==> config.mk <==
export PLATFORM = sky130hd
export DESIGN_NAME = if_fetch_unit
export DESIGN_NICKNAME = d
export VERILOG_FILES = /design/src/rtl/if_fetch_unit.sv
export SDC_FILE = /design/constraint.sdc
export NUM_CORES = 1
export LEC_CHECK = 0
export CAP_MARGIN = 20
export CORE_ASPECT_RATIO = 2
export CORE_UTILIZATION = 60
export DETAILED_ROUTE_END_ITERATION = 6
export PLACE_DENSITY = 0.84
export SLEW_MARGIN = 30
export SYNTH_ARGS = -nofsm -noshare
export SYNTH_HDL_FRONTEND = slang
export SYNTH_SLANG_ARGS = --single-unit
==> constraint.sdc <==
create_clock -name clk -period 8.68 [get_ports clk]
set_clock_uncertainty 0.05 [all_clocks]
set_input_delay 1.302 -clock clk [delete_from_list [all_inputs] [get_ports clk]]
set_output_delay 1.302 -clock clk [all_outputs]
set_load 0.01 [all_outputs]
==> src/rtl/if_fetch_unit.sv <==
// if_fetch_unit: pipelined instruction-fetch front end.
// Owns the PC, issues one word read per cycle to a synchronous instruction
// memory (one-cycle latency), buffers {pc, instr} pairs in a small FIFO and
// presents them to decode over a valid/ready handshake. Redirects flush the
// stage and restart fetch at the new PC.
// Optional feature: define IF_BYPASS_EN to forward a response straight to
// decode when the FIFO is empty (fetch-to-decode latency drops to 1 cycle).
module if_fetch_unit #(
    parameter int              XLEN     = 32,
    parameter int              ADDR_W   = 10,
    parameter int              DEPTH    = 4,
    parameter logic [XLEN-1:0] RESET_PC = 32'h0000_0000
) (
    input  logic              clk,
    input  logic              rst_n,
    output logic              imem_en,
    output logic [ADDR_W-1:0] imem_addr,
    input  logic [XLEN-1:0]   imem_rdata,
    input  logic              redirect_valid,
    input  logic [XLEN-1:0]   redirect_pc,
    output logic              id_valid,
    input  logic              id_ready,
    output logic [XLEN-1:0]   id_pc,
    output logic [XLEN-1:0]   id_instr
);

    localparam int PTR_W = $clog2(DEPTH);
    localparam int CNT_W = PTR_W + 1;
    // One extra bit so count + inflight never overflows before the compare.
    localparam int CRD_W = CNT_W + 1;
    localparam logic [CRD_W-1:0] DEPTH_C = CRD_W'(DEPTH);

    // Control state (reset)
    logic [XLEN-1:0]  pc_q, pc_d;
    logic             inflight_q, inflight_d;
    logic             drop_q, drop_d;
    logic [PTR_W-1:0] wr_ptr_q, wr_ptr_d;
    logic [PTR_W-1:0] rd_ptr_q, rd_ptr_d;
    logic [CNT_W-1:0] count_q, count_d;

    // Data state (no reset; outputs are gated by id_valid)
    logic [XLEN-1:0]  inflight_pc_q, inflight_pc_d;
    logic [XLEN-1:0]  mem_pc_q    [DEPTH];
    logic [XLEN-1:0]  mem_instr_q [DEPTH];

    logic             resp;
    logic             fifo_nonempty;
    logic             bypass;
    logic             pop;
    logic             pop_fifo;
    logic             push;
    logic             issue;
    logic [CRD_W-1:0] credit_used;

    // The two low bits of the redirect target are architecturally ignored.
    logic unused_redirect_lsbs;
    assign unused_redirect_lsbs = ^redirect_pc[1:0];

    // Handshake, credit check and output selection.
    always_comb begin
        resp          = inflight_q && !drop_q;
        fifo_nonempty = (count_q != '0);
`ifdef IF_BYPASS_EN
        bypass        = resp && !fifo_nonempty;
`else
        bypass        = 1'b0;
`endif
        id_valid      = fifo_nonempty || bypass;
        pop           = id_valid && id_ready;
        // A bypassed response consumed by decode never enters the FIFO.
        pop_fifo      = pop && fifo_nonempty;
        push          = resp && !(bypass && id_ready);
        // Credit counts buffered entries plus the response still on its way,
        // minus the slot freed by this cycle's pop.
        credit_used   = CRD_W'(count_q) + CRD_W'(inflight_q) - CRD_W'(pop);
        issue         = rst_n && !redirect_valid && (credit_used < DEPTH_C);
        imem_en       = issue;
        imem_addr     = pc_q[ADDR_W+1:2];
        id_pc         = '0;
        id_instr      = '0;
        if (bypass) begin
            id_pc    = inflight_pc_q;
            id_instr = imem_rdata;
        end else if (fifo_nonempty) begin
            id_pc    = mem_pc_q[rd_ptr_q];
            id_instr = mem_instr_q[rd_ptr_q];
        end
    end

    // Next-state: redirect flushes everything and takes priority over issue.
    always_comb begin
        pc_d          = pc_q;
        inflight_d    = issue;
        inflight_pc_d = inflight_pc_q;
        drop_d        = 1'b0;
        wr_ptr_d      = wr_ptr_q;
        rd_ptr_d      = rd_ptr_q;
        count_d       = count_q;
        if (redirect_valid) begin
            pc_d     = {redirect_pc[XLEN-1:2], 2'b00};
            drop_d   = inflight_q;
            wr_ptr_d = '0;
            rd_ptr_d = '0;
            count_d  = '0;
        end else begin
            if (issue) begin
                inflight_pc_d = pc_q;
                pc_d          = pc_q + XLEN'(4);
            end
            if (push) begin
                wr_ptr_d = wr_ptr_q + PTR_W'(1);
            end
            if (pop_fifo) begin
                rd_ptr_d = rd_ptr_q + PTR_W'(1);
            end
            count_d = count_q + CNT_W'(push) - CNT_W'(pop_fifo);
        end
    end

    // Control registers with asynchronous active-low reset.
    always_ff @(posedge clk or negedge rst_n) begin
        if (!rst_n) begin
            pc_q       <= RESET_PC;
            inflight_q <= 1'b0;
            drop_q     <= 1'b0;
            wr_ptr_q   <= '0;
            rd_ptr_q   <= '0;
            count_q    <= '0;
        end else begin
            pc_q       <= pc_d;
            inflight_q <= inflight_d;
            drop_q     <= drop_d;
            wr_ptr_q   <= wr_ptr_d;
            rd_ptr_q   <= rd_ptr_d;
            count_q    <= count_d;
        end
    end

    // Datapath registers: in-flight PC and FIFO storage.
    always_ff @(posedge clk) begin
        inflight_pc_q <= inflight_pc_d;
        if (push && !redirect_valid) begin
            mem_pc_q[wr_ptr_q]    <= inflight_pc_q;
            mem_instr_q[wr_ptr_q] <= imem_rdata;
        end
    end

endmodule
Word-level counts from Yosys, hierarchy flattened
Memory sizes are Yosys's and may differ from the RTL's.
Cells that the tools add are included.
{"block": "word_totals", "mem_count": 2, "elab_cells": 43, "register_bits": 73, "mem_bits_rw": 256}
{"name": "mem_instr_q", "words": 4, "word_bits": 32, "rd": 1, "rd_clocked_by_memory_dff": 0, "wr": 1, "line": "44", "source": "logic [XLEN-1:0] mem_instr_q [DEPTH];"}
{"name": "mem_pc_q", "words": 4, "word_bits": 32, "rd": 1, "rd_clocked_by_memory_dff": 0, "wr": 1, "line": "43", "source": "logic [XLEN-1:0] mem_pc_q [DEPTH];"}
{"block": "op_classes", "n_bitwise": 1, "magnitude_cmp": 1, "reduce_logical": 13, "add_sub_neg": 7, "muxes": 12}
{"op": "32-bit 2-to-1 mux", "n": 4}
{"op": "32-bit by 3-bit adder with 32-bit output (second input constant)", "n": 1}
{"op": "2-bit 2-to-1 mux", "n": 4}
{"op": "1-bit logical AND", "n": 6}
{"op": "2-bit nonzero test", "n": 3}
{"op": "2-bit by 1-bit adder with 2-bit output (second input constant)", "n": 2}
{"op": "3-bit by 1-bit adder with 4-bit output", "n": 1}
{"op": "4-bit by 3-bit less-than comparator with 1-bit output (second input constant)", "n": 1}
{"op": "4-bit by 1-bit subtractor with 4-bit output", "n": 1}
{"op": "3-bit by 1-bit adder with 3-bit output", "n": 1}
{"op": "1-bit 2-to-1 mux", "n": 3}
{"op": "3-bit 2-to-1 mux", "n": 1}
{"op": "3-bit nonzero test", "n": 1}
{"op": "3-bit by 1-bit subtractor with 3-bit output", "n": 1}
{"op": "1-bit zero test", "n": 2}
{"op": "2-bit AND reduction", "n": 1}
{"op": "1-bit NOT", "n": 1}

Logic depth before layout (Yosys ltp)
Gate-level depths: netlist (run 1).
{"block": "logic_depth", "ltp_word": 7, "mapped_depth": 13, "mapped_depth_nobuf": 10}

Worst setup path after synthesis (run 1)
No wires, ideal clock.
{"block": "synth_path", "kind": "input -> register", "startpoint": "input port id_ready", "endpoint": "register inflight_pc_q[10] (enable)", "setup_slack_ps": 4062, "setup_time_ps": 417, "path_stages": 10, "t_arrival_ps": 4151, "n_path_buf": 2, "path_cell_list": "and2_1 -> ha_1 -> inv_1 -> ha_1 -> and3b_1 -> o2111ai_1 -> a21o_1 -> buf_2 -> clkbuf_1 -> nor2_1"}
{"block": "synth_between", "elab_chain_cells": 5}
{"element": "start: declaration", "line": "22", "source": "input logic id_ready,"}
{"element": "1-bit logical AND", "line": "69", "source": "pop = id_valid && id_ready;"}
{"element": "4-bit by 1-bit subtractor with 4-bit output", "line": "75", "source": "credit_used = CRD_W'(count_q) + CRD_W'(inflight_q) - CRD_W'(pop);"}
{"element": "4-bit by 3-bit less-than comparator with 1-bit output", "line": "76", "source": "issue = rst_n && !redirect_valid && (credit_used < DEPTH_C);"}
{"element": "1-bit logical AND", "line": "76"}
{"element": "2-bit AND reduction (no line)"}
{"element": "end signal: assignment", "line": "141", "source": "inflight_pc_q <= inflight_pc_d;"}
{"element": "end: declaration", "line": "42", "source": "logic [XLEN-1:0] inflight_pc_q, inflight_pc_d;"}
Every way passes these cells.
A chain may end at the register's enable or synchronous reset.

Final worst setup path (run 1)
{"block": "layout_path", "startpoint": "input port id_ready", "endpoint": "output port imem_en"}
{"block": "layout_between", "elab_chain_cells": 4}
{"element": "1-bit logical AND", "line": "69"}
{"element": "4-bit by 1-bit subtractor with 4-bit output", "line": "75"}
{"element": "4-bit by 3-bit less-than comparator with 1-bit output", "line": "76"}
{"element": "1-bit logical AND", "line": "76"}
{"element": "end: declaration", "line": "16", "source": "output logic imem_en,"}
Every way passes these cells.

==> results of run 1 <==
-- routing by layer --
layer | GRT usage, % | routed length [microns] | part of all wire, % | up-vias
li1 | - | - | - | 3070
met1 | 26.74 | 8797 | 35 | 3522
met2 | 43.00 | 14180 | 56 | 329
met3 | 3.164 | 1337 | 5.3 | 86
met4 | 14.23 | 1100 | 4.3 | 0
met5 | 0 | 0 | 0 | -
-- registers in the layout, summed over array words and instances, names as in the netlist --
register and cells:
inflight_pc_q 30, drop_q 1, count_q 3, inflight_q 1, wr_ptr_q 2, pc_q 30
rd_ptr_q 2, mem_pc_q 120, mem_instr_q 128
-- worst min-delay path by stage --
stage | cells past startpoint | endpoint
floorplan | 0 | inflight_pc_q[31]
global placement | 0 | mem_pc_q[2][9]
detailed placement | 0 | mem_pc_q[0][26]
CTS | 0 | mem_pc_q[3][26]
global route | 0 | mem_pc_q[0][16]
finish | 0 | mem_pc_q[0][16]
-- per-stage QoR --
| step | instance area, sq um | utilization (%) | std cells |
|---|---|---|---|
| after CTS | 15170 | 72.51 | 1134 |
| final | 15180 | 72.53 | 1134 |
| after floorplan | 12750 | - | 719 |
| after global placement | 14330 | 68.45 | 1089 |
| after global routing | 15180 | 72.53 | 1134 |
| after detailed placement | 14330 | 68.47 | 1089 |
-- placed cells by master (no fill, tap or decap), drive strengths merged, types with 12 or more instances in the layout --
| master | netlist | layout |
|---|---|---|
| a31oi | 23 | 23 |
| and2 | 67 | 67 |
| clkbuf | 26 | 27 |
| clkdlybuf4s50 | 0 | 138 |
| clkinv | 1 | 13 |
| dfrtp | 39 | 39 |
| edfxtp | 278 | 278 |
| inv | 11 | 12 |
| mux4 | 62 | 62 |
| nand2 | 27 | 27 |
| nand3 | 13 | 13 |
| nor2 | 32 | 32 |
| o21ai | 14 | 14 |
| o31ai | 14 | 14 |
| or3 | 14 | 14 |
| or4 | 15 | 15 |
-- cells by family after synthesis --
logic type | count (synthesis) | synth area share (%)
multiplexers | 63 | 11.03
adder cells (fa/ha/maj) | 12 | 1.237
other | 1 | 0.02942
AND/OR/NAND/NOR | 195 | 8.657
buffers and inverters | 59 | 2.159
AO/OA/AOI/OAI | 63 | 3.190
XOR/XNOR | 8 | 0.5497
flip-flops | 317 | 73.14
-- area by class of cell --
| cell class | count | share of cell area [%] |
|---|---|---|
| Multi-Input combinational cell | 343 | 20.85 |
| Timing Repair Buffer | 148 | 9.596 |
| Inverter | 12 | 0.2968 |
| Clock buffer | 27 | 4.171 |
| Tap cell | 269 | 2.218 |
| Clock inverter | 18 | 1.401 |
| Sequential cell | 317 | 61.47 |
-- power by group --
| part | total, mW | leakage (nW) | internal, mW | switching [mW] |
|---|---|---|---|---|
| combinational | 1.26 | 1.52 | 0.676 | 0.587 |
| sequential | 1.89 | 2.96 | 1.78 | 0.106 |
| clock | 1.17 | 0.415 | 0.654 | 0.511 |
==> results.yml, run 1 <==
outcome:
  run_status: "finished, final reports clean"
sta:
  maximum_frequency_from_static_timing_analysis_ghz: 0.1775
  fin_tns_setup_ns: 0
  finalSetupViolCount: 0
  rsz_0062_raised_after_global_routing: "false"
  timing_max_transition_violations_final: 0
  post-route-period-util_pct: 64.91
  layout_min_cycle_time_ns: 5.634
  timing.slew.headroom_pct: 31.89
  final.setup.worst_slack_ns: 3.046
  hold_ws_ns: 0.4469
  finalHoldViolCount: 0
  max_slew.worst_pin.slew_ns: 1.014
critical_path:
  setup.reg_to_reg.worst_slack_ns: 4.54
  rr_startpoint: "count_q[1]"
  worstSetupEndpoint: "imem_en"
  worst_path_max_delay_cell: "sky130_fd_sc_hd__clkdlybuf4s50_1"
  worstSetupPathType: "in2out"
  ff2ff_path_depth: 11
  path_buf_inv: 4
  crit_path_max_incr_delay_ns: 0.52
  cp_data_arrival_time_ns: 4.28
  critical_path.reg2reg.endpoint: "inflight_pc_q[19]"
  critical_path.top_delay_family: "buffers and inverters"
  critical_path_cell_count: 11
  critPathMaxFanout: 51
  setup.worst_path.start: "id_ready"
  worst_setup_path_start_kind: "primary input"
  crit_chain: "clkdlybuf4s50_1 -> and2_1 -> ha_1 -> inv_1 -> ha_1 -> and3b_1 -> o2111ai_1 -> a21o_1 -> buf_4 -> nor2_1 -> clkdlybuf4s50_1"
  timing.critical_path.required_ns: 7.33
  cp-end-kind: "output port"
pwr:
  vdd.ir_drop.worst_mv: 0.2362
  total_power_mw: 4.319
  static-leakage-power_nw: 4.893
  pwr_density_cell_nw_per_um2: 284.6
clock_network:
  holdBufCountCts: 0
  cts_buffer_depth: 3
  cts-buffers-inserted: 25
  tritoncts: "yes"
  cts_root_buffer: "sky130_fd_sc_hd__clkbuf_16"
  h-tree-depth: 1
  clock_sinks: 317
  cts_resized: 0
  clk_pin_slew_ns: 0.07
  clk-insertion-delay-late_ns: 0.53
  cts_setup_buffers: 0
global_routing:
  grt_pass1_vias: 7470
  grt-ovfl-total: 0
  grt_start_max_net_pins: 65
  grt_first_pass_wirelength_mm: 39.39
  antenna_found_initial: 0
  grt_usage_pct: 23.87
yosys:
  synthArstFlopShare_pct: 12.30
  postSynth.topFlopCell: "sky130_fd_sc_hd__edfxtp_1"
  synth.most_common_cell: "sky130_fd_sc_hd__edfxtp_1"
  post_synthesis_instance_total: 718
  post_synthesis_cell_type_with_the_largest_combined_area: "sky130_fd_sc_hd__edfxtp_1"
  synth_top_area_share_pct: 65.49
  synth-seq-cells: 317
  netlist_area_sq_um: 12750
  yosys_warnings: 0
  synth_commonest_cells: "sky130_fd_sc_hd__edfxtp_1 (278), sky130_fd_sc_hd__and2_1 (66), sky130_fd_sc_hd__mux4_2 (62)"
  post_synth_edffs: 278
  yosys.cell_types.count: 47
  synth.avg_cell_area_sq_um: 17.75
  ys_top_cells_by_area: "sky130_fd_sc_hd__edfxtp_1 (65%), sky130_fd_sc_hd__mux4_2 (11%), sky130_fd_sc_hd__dfrtp_1 (7.7%)"
  synth-seq-area-share_pct: 73.14
placed_design:
  place_congestion: 0.9461
  place_worst_setup_slack_ns: 3.098
  port-buffer-count: 139
  hpwl_after_dpl_mm: 15.34
floorplanning:
  number_of_top_level_design_ports: 144
  die_area_sq_um: 21870
  fp-row-count: 75
  die_height_microns: 208.1
  initial_core_util_pct: 60.91
  die_x_microns: 105.1
  floorplan.core_area_sq_um: 20930
detailed_routing:
  detail_route.drc_violations: 0
  drtIter0Drc: 422
  route.antenna.remaining_nets: 0
  wl_per_cell_microns: 22.41
  routed_via_density: 6.179
  detail_route.first_pass.iterations: 5
  wirelength_mm: 25.42
  vias: 7007
min_path:
  timing.hold.worst.start: "inflight_pc_q[16]"
  min-delay-path-class: "reg2reg"
finish:
  n_fill_cell: 1247
  area_used_by_multi_input_combinational_logic_sq_um: 3164
  num_antenna_cells: 0
  area.sequential_sq_um: 9329
  nNetsFinal: 927
  synthToLayoutAreaGrowth_pct: 19.06
  fraction_of_final_layout_cells_sized_beyond_drive_strength_1_pct: 14.57
job:
  max_cap_viol_count: 0
Note: power is estimated with default switching activity, not from simulation.
==> inputs of run 2 (changes only) <==
Settings changed: CORE_UTILIZATION 60 to 56, PLACE_DENSITY 0.84 to 0.8.
Clock period 8.68 ns to 5.7 ns, I/O delays scaled along.
==> results.yml, run 2 (same netlist as run 1, synthesis figures left out) <==
pwr:
  net-switching-power_mw: 1.809
  pwr-share-comb_pct: 29.1
  vdd.ir_drop.worst_mv: 0.4197
  power_frac_clock_pct: 26.9
  sequentialPowerShare_pct: 44.0
  pwr_density_cell_nw_per_um2: 430.5
  intPower_mw: 4.754
  netSwitchingFraction_pct: 27.56
  static-leakage-power_nw: 4.910
detailed_routing:
  wl_per_cell_microns: 21.19
  routed_via_density: 5.927
  wirelength_mm: 24.31
  vias: 6798
  drtIter0Drc: 343
  route.antenna.remaining_nets: 0
  detail_route.first_pass.iterations: 4
  detail_route.drc_violations: 0
global_routing:
  grt_use_met2_pct: 39.87
  grt-ovfl-total: 0
  grt-busiest-layer: "met2"
  grt_pass1_vias: 7272
  grt_usage_pct: 21.59
  antenna_found_initial: 0
  grt_util_met1_pct: 23.81
  grt_use_met3_pct: 2.639
  grt_first_pass_wirelength_mm: 37.83
  grt_start_max_net_pins: 64
finish:
  layout.cells.most_common_list: "sky130_fd_sc_hd__edfxtp_1 (278), sky130_fd_sc_hd__clkdlybuf4s50_1 (138), sky130_fd_sc_hd__and2_1 (66)"
  mostFrequentLayoutCell: "sky130_fd_sc_hd__edfxtp_1"
  fraction_of_final_layout_cells_sized_beyond_drive_strength_1_pct: 14.93
  regMostFlops: "mem_instr_q"
  final_core_util_pct: 68.50
  num_antenna_cells: 0
  largest_register_ffs: 128
  nNetsFinal: 931
  finalInstanceArea_sq_um: 15240
  largestRegisters: "mem_instr_q: 128 flops, mem_pc_q: 120 flops"
  synthToLayoutAreaGrowth_pct: 19.59
sta:
  max_slew.worst_pin.slew_ns: 0.9443
  fin_tns_setup_ns: 0
  rsz_0062_raised_after_global_routing: "false"
  layout_min_cycle_time_ns: 4.397
  timing_max_transition_violations_final: 0
  finalHoldViolCount: 0
  post-route-period-util_pct: 77.15
  maximum_frequency_from_static_timing_analysis_ghz: 0.2274
  timing.slew.headroom_pct: 37.05
  finalSetupViolCount: 0
critical_path:
  critPathMaxFanout: 5
  cp_data_arrival_time_ns: 3.49
  rr_startpoint: "count_q[2]"
  setup.worst_path.start: "count_q[2]"
  worstSetupPathType: "reg2out"
  cp-end-kind: "output port"
  worst_setup_path_start_kind: "flip-flop"
  timing.critical_path.required_ns: 4.80
clock_network:
  clk_pin_slew_ns: 0.07
  clk-insertion-delay-late_ns: 0.53
  clock_sinks: 317
  tritoncts: "yes"
  cts-buffers-inserted: 26
  cts_buffer_depth: 3
  cts_setup_buffers: 0
  holdBufCountCts: 0
  cts_resized: 0
  h-tree-depth: 1
  cts_root_buffer: "sky130_fd_sc_hd__clkbuf_16"
outcome:
  run_status: "finished, final reports clean"
floorplanning:
  initial_core_util_pct: 57.28
  die_x_microns: 108.7
  die_height_microns: 215.4
  fp-row-count: 77
  floorplan.core_area_sq_um: 22260
  die_area_sq_um: 23410
  number_of_top_level_design_ports: 144
min_path:
  min-delay-path-class: "in2async"
placed_design:
  hpwl_after_dpl_mm: 15.11
  place_area_sq_um: 14380
  port-buffer-count: 139
  place_congestion: 0.8977
job:
  max_cap_viol_count: 0
[run 2: cell count changes in the layout (fill, tap and decap cells not counted), sizes merged]
cell,before,now
clkbuf,27,31
buf,10,13
bufinv,4,2
clkinvlp,1,3
inv,12,11
[run 2: area by class of cell]
type	count	area [sq um]
Clock inverter	17	137.6
Multi-Input combinational cell	343	3176
Clock buffer	31	720.7
Sequential cell	317	9329
Inverter	12	45.04
Timing Repair Buffer	151	1491
Fill cell	1455	7010
Tap cell	276	345.3
[run 2: worst paths after layout]
path,to,slack (ns),cells after the start
max,imem_en,1.30,10
min,pc_q[9],0.25,1
max reg2reg,pc_q[25],2.22,11
min reg2reg,inflight_pc_q[31],0.44,0
max in group asynchronous,rd_ptr_q[0],4.95,1
min in group clk,inflight_pc_q[31],0.44,0
[run 2: worst max-delay path: stages (launching register included)]
cell,delay [ns]
sky130_fd_sc_hd__dfrtp_1,0.42
sky130_fd_sc_hd__or3_2,0.47
sky130_fd_sc_hd__and2_1,0.22
sky130_fd_sc_hd__ha_1,0.21
sky130_fd_sc_hd__inv_1,0.09
sky130_fd_sc_hd__ha_1,0.26
sky130_fd_sc_hd__nand4b_1,0.12
sky130_fd_sc_hd__o2111ai_1,0.22
sky130_fd_sc_hd__a21o_1,0.25
sky130_fd_sc_hd__nor2_1,0.13
sky130_fd_sc_hd__clkdlybuf4s50_1,0.56
[run 2: metal layers]
| layer | share of wire (%) | up-vias |
|---|---|---|
| met3 | 4.7 | 70 |
| met5 | 0 | - |
| met4 | 3.9 | 0 |
| li1 | - | 3072 |
| met1 | 35 | 3424 |
| met2 | 56 | 232 |
[run 2: power groups by stage]
stage	registers [mW]	logic [mW]	clock network [mW]
floorplan	2.83	1.13	0
global placement	2.96	1.82	0
detailed placement	2.94	1.93	0
CTS	2.89	1.94	1.79
global route	2.91	2.06	1.87
finish	2.89	1.91	1.76
[run 2: through the flow]
step / power [mW] / setup WS (ns) / cells / hold slack, ns
floorplan: 3.959 / 1.529 / 719 / 0.3888
global placement: 4.781 / 1.472 / 1098 / 0.4158
detailed placement: 4.873 / 1.332 / 1099 / 0.4233
CTS: 6.632 / 1.295 / 1147 / 0.4174
global route: 6.851 / 1.147 / 1147 / 0.2747
finish: 6.562 / 1.303 / 1147 / 0.2501
==> inputs of run 3 (changes only) <==
Settings changed: CORE_UTILIZATION 56 to 51, PLACE_DENSITY 0.8 to 0.76.
Clock period 5.7 ns to 3.65 ns, I/O delays scaled along.
==> results.yml, run 3 (same netlist as run 1, synthesis figures left out) <==
critical_path:
  ff2ff_path_depth: 11
  cp-end-kind: "output port"
  crit_chain: "or3_2 -> and2_1 -> ha_1 -> inv_1 -> ha_1 -> and3b_1 -> o2111ai_2 -> a21o_1 -> nor2_1 -> clkdlybuf4s15_1"
  cp_data_arrival_time_ns: 2.91
  setup.reg_to_reg.worst_slack_ns: 0.54
  worst_setup_path_start_kind: "flip-flop"
  worstSetupPathType: "reg2out"
  path_buf_inv: 2
  worst_path_max_delay_cell: "sky130_fd_sc_hd__or3_2"
  critical_path_cell_count: 10
  cpMostUsedCell: "sky130_fd_sc_hd__ha_1"
  setup.worst_path.start: "count_q[0]"
  crit_path_max_incr_delay_ns: 0.49
  timing.critical_path.required_ns: 3.05
  critPathMaxFanout: 3
  critical_path.top_delay_family: "simple AND/OR/NAND/NOR gates"
  rr_startpoint: "count_q[0]"
global_routing:
  grt_pass1_vias: 6989
  grt_first_pass_wirelength_mm: 37.48
  antenna_found_initial: 0
  grt-ovfl-total: 0
  grt_usage_pct: 19.39
  grt_start_max_net_pins: 64
pwr:
  netSwitchingFraction_pct: 27.05
  sequentialPowerShare_pct: 42.7
  vdd.ir_drop.worst_mv: 0.7953
  static-leakage-power_nw: 4.981
  pwr-share-comb_pct: 30.0
  total_power_mw: 10.41
  net-switching-power_mw: 2.817
  power_frac_clock_pct: 27.3
  intPower_mw: 7.596
  pwr_density_cell_nw_per_um2: 674.6
detailed_routing:
  detail_route.drc_violations: 0
  drtIter0Drc: 352
  routed_via_density: 5.559
  vias: 6737
  detail_route.first_pass.iterations: 4
  wirelength_mm: 23.96
  wl_per_cell_microns: 19.77
  route.antenna.remaining_nets: 0
clock_network:
  clk-insertion-delay-late_ns: 0.54
  holdBufCountCts: 0
  h-tree-depth: 1
  clk_pin_slew_ns: 0.07
  cts-buffers-inserted: 26
  cts_root_buffer: "sky130_fd_sc_hd__clkbuf_16"
  clock_sinks: 317
  tritoncts: "yes"
  cts_buffer_depth: 3
sta:
  post-route-period-util_pct: 96.16
  hold_ws_ns: 0.09570
  max_slew.worst_pin.slew_ns: 0.9646
  rsz_0062_raised_after_global_routing: "false"
  finalHoldViolCount: 0
  timing_max_transition_violations_final: 0
  finalSetupViolCount: 0
  layout_min_cycle_time_ns: 3.510
  maximum_frequency_from_static_timing_analysis_ghz: 0.2849
  fin_tns_setup_ns: 0
  timing.slew.headroom_pct: 35.69
placed_design:
  place_congestion: 0.8596
  numPlacedInstances: 1164
  place_area_sq_um: 14550
  hpwl_after_dpl_mm: 14.87
  port-buffer-count: 139
floorplanning:
  die_height_microns: 225.6
  initial_core_util_pct: 51.97
  die_x_microns: 113.8
  number_of_top_level_design_ports: 144
  die_area_sq_um: 25670
  floorplan.core_area_sq_um: 24530
  fp-row-count: 81
finish:
  largestRegisters: "mem_instr_q: 128 flops, mem_pc_q: 120 flops"
  largest_register_ffs: 128
  n_fill_cell: 1815
  finalInstanceArea_sq_um: 15440
  fraction_of_final_layout_cells_sized_beyond_drive_strength_1_pct: 15.45
  area_used_by_multi_input_combinational_logic_sq_um: 3172
  layout.cells.most_common_list: "sky130_fd_sc_hd__edfxtp_1 (278), sky130_fd_sc_hd__clkdlybuf4s50_1 (137), sky130_fd_sc_hd__and2_1 (66)"
  synthToLayoutAreaGrowth_pct: 21.09
  regMostFlops: "mem_instr_q"
  mostFrequentLayoutCell: "sky130_fd_sc_hd__edfxtp_1"
  nNetsFinal: 940
  area.sequential_sq_um: 9329
  num_antenna_cells: 0
  instances_no_fill: 1212
outcome:
  run_status: "finished, final reports clean"
min_path:
  min-delay-path-class: "in2async"
job:
  max_cap_viol_count: 0
## run 3: repair_timing
action / in CTS / in global routing
setup buffers: 0 / 0
hold endpoints to repair: 0 / 0
setup endpoints to repair: 1 / 1
gates resized for setup: 1 / 2
## run 3: per-stage QoR
stage | setup slack (ns) | util (%)
2_1_floorplan | 0.2249 | -
3_3_place_gp | 0.2681 | 59.32
3_5_place_dp | 0.2300 | 59.32
4_1_cts | 0.01830 | 62.91
5_1_grt | 0.03174 | 62.94
6_report | 0.1403 | 62.94
## run 3: worst paths after layout
path | endpoint
worst max-delay path | imem_en
worst min register to register | mem_pc_q[0][18]
worst max register to register | pc_q[20]
worst min-delay path | pc_q[10]
max in group asynchronous | rd_ptr_q[0]
min in group clk | inflight_q
## run 3: area by class of cell
class / count / area share [%]
Sequential cell: 317 / 60.44
Multi-Input combinational cell: 343 / 20.55
Timing Repair Buffer: 160 / 10.33
Clock buffer: 41 / 4.977
Tap cell: 332 / 2.691
Clock inverter: 7 / 0.7295
Inverter: 12 / 0.2918
## run 3: routing by layer
layer	wire [microns]	GRT usage (%)	up-vias	part of all wire [%]
met2	13790	37.37	189	58
met3	878	1.986	36	3.7
met1	8709	22.06	3420	36
met4	578	6.410	0	2.4
met5	0	0	-	0
li1	-	-	3092	-
## run 3: power groups by stage
stage / combinational, mW / sequential, mW / clock (mW)
after floorplan: 1.77 / 4.42 / 0
after global placement: 3.15 / 4.51 / 0
after detailed placement: 3.18 / 4.53 / 0
after CTS: 3.19 / 4.45 / 2.90
after global routing: 3.37 / 4.48 / 3.01
final: 3.12 / 4.44 / 2.85
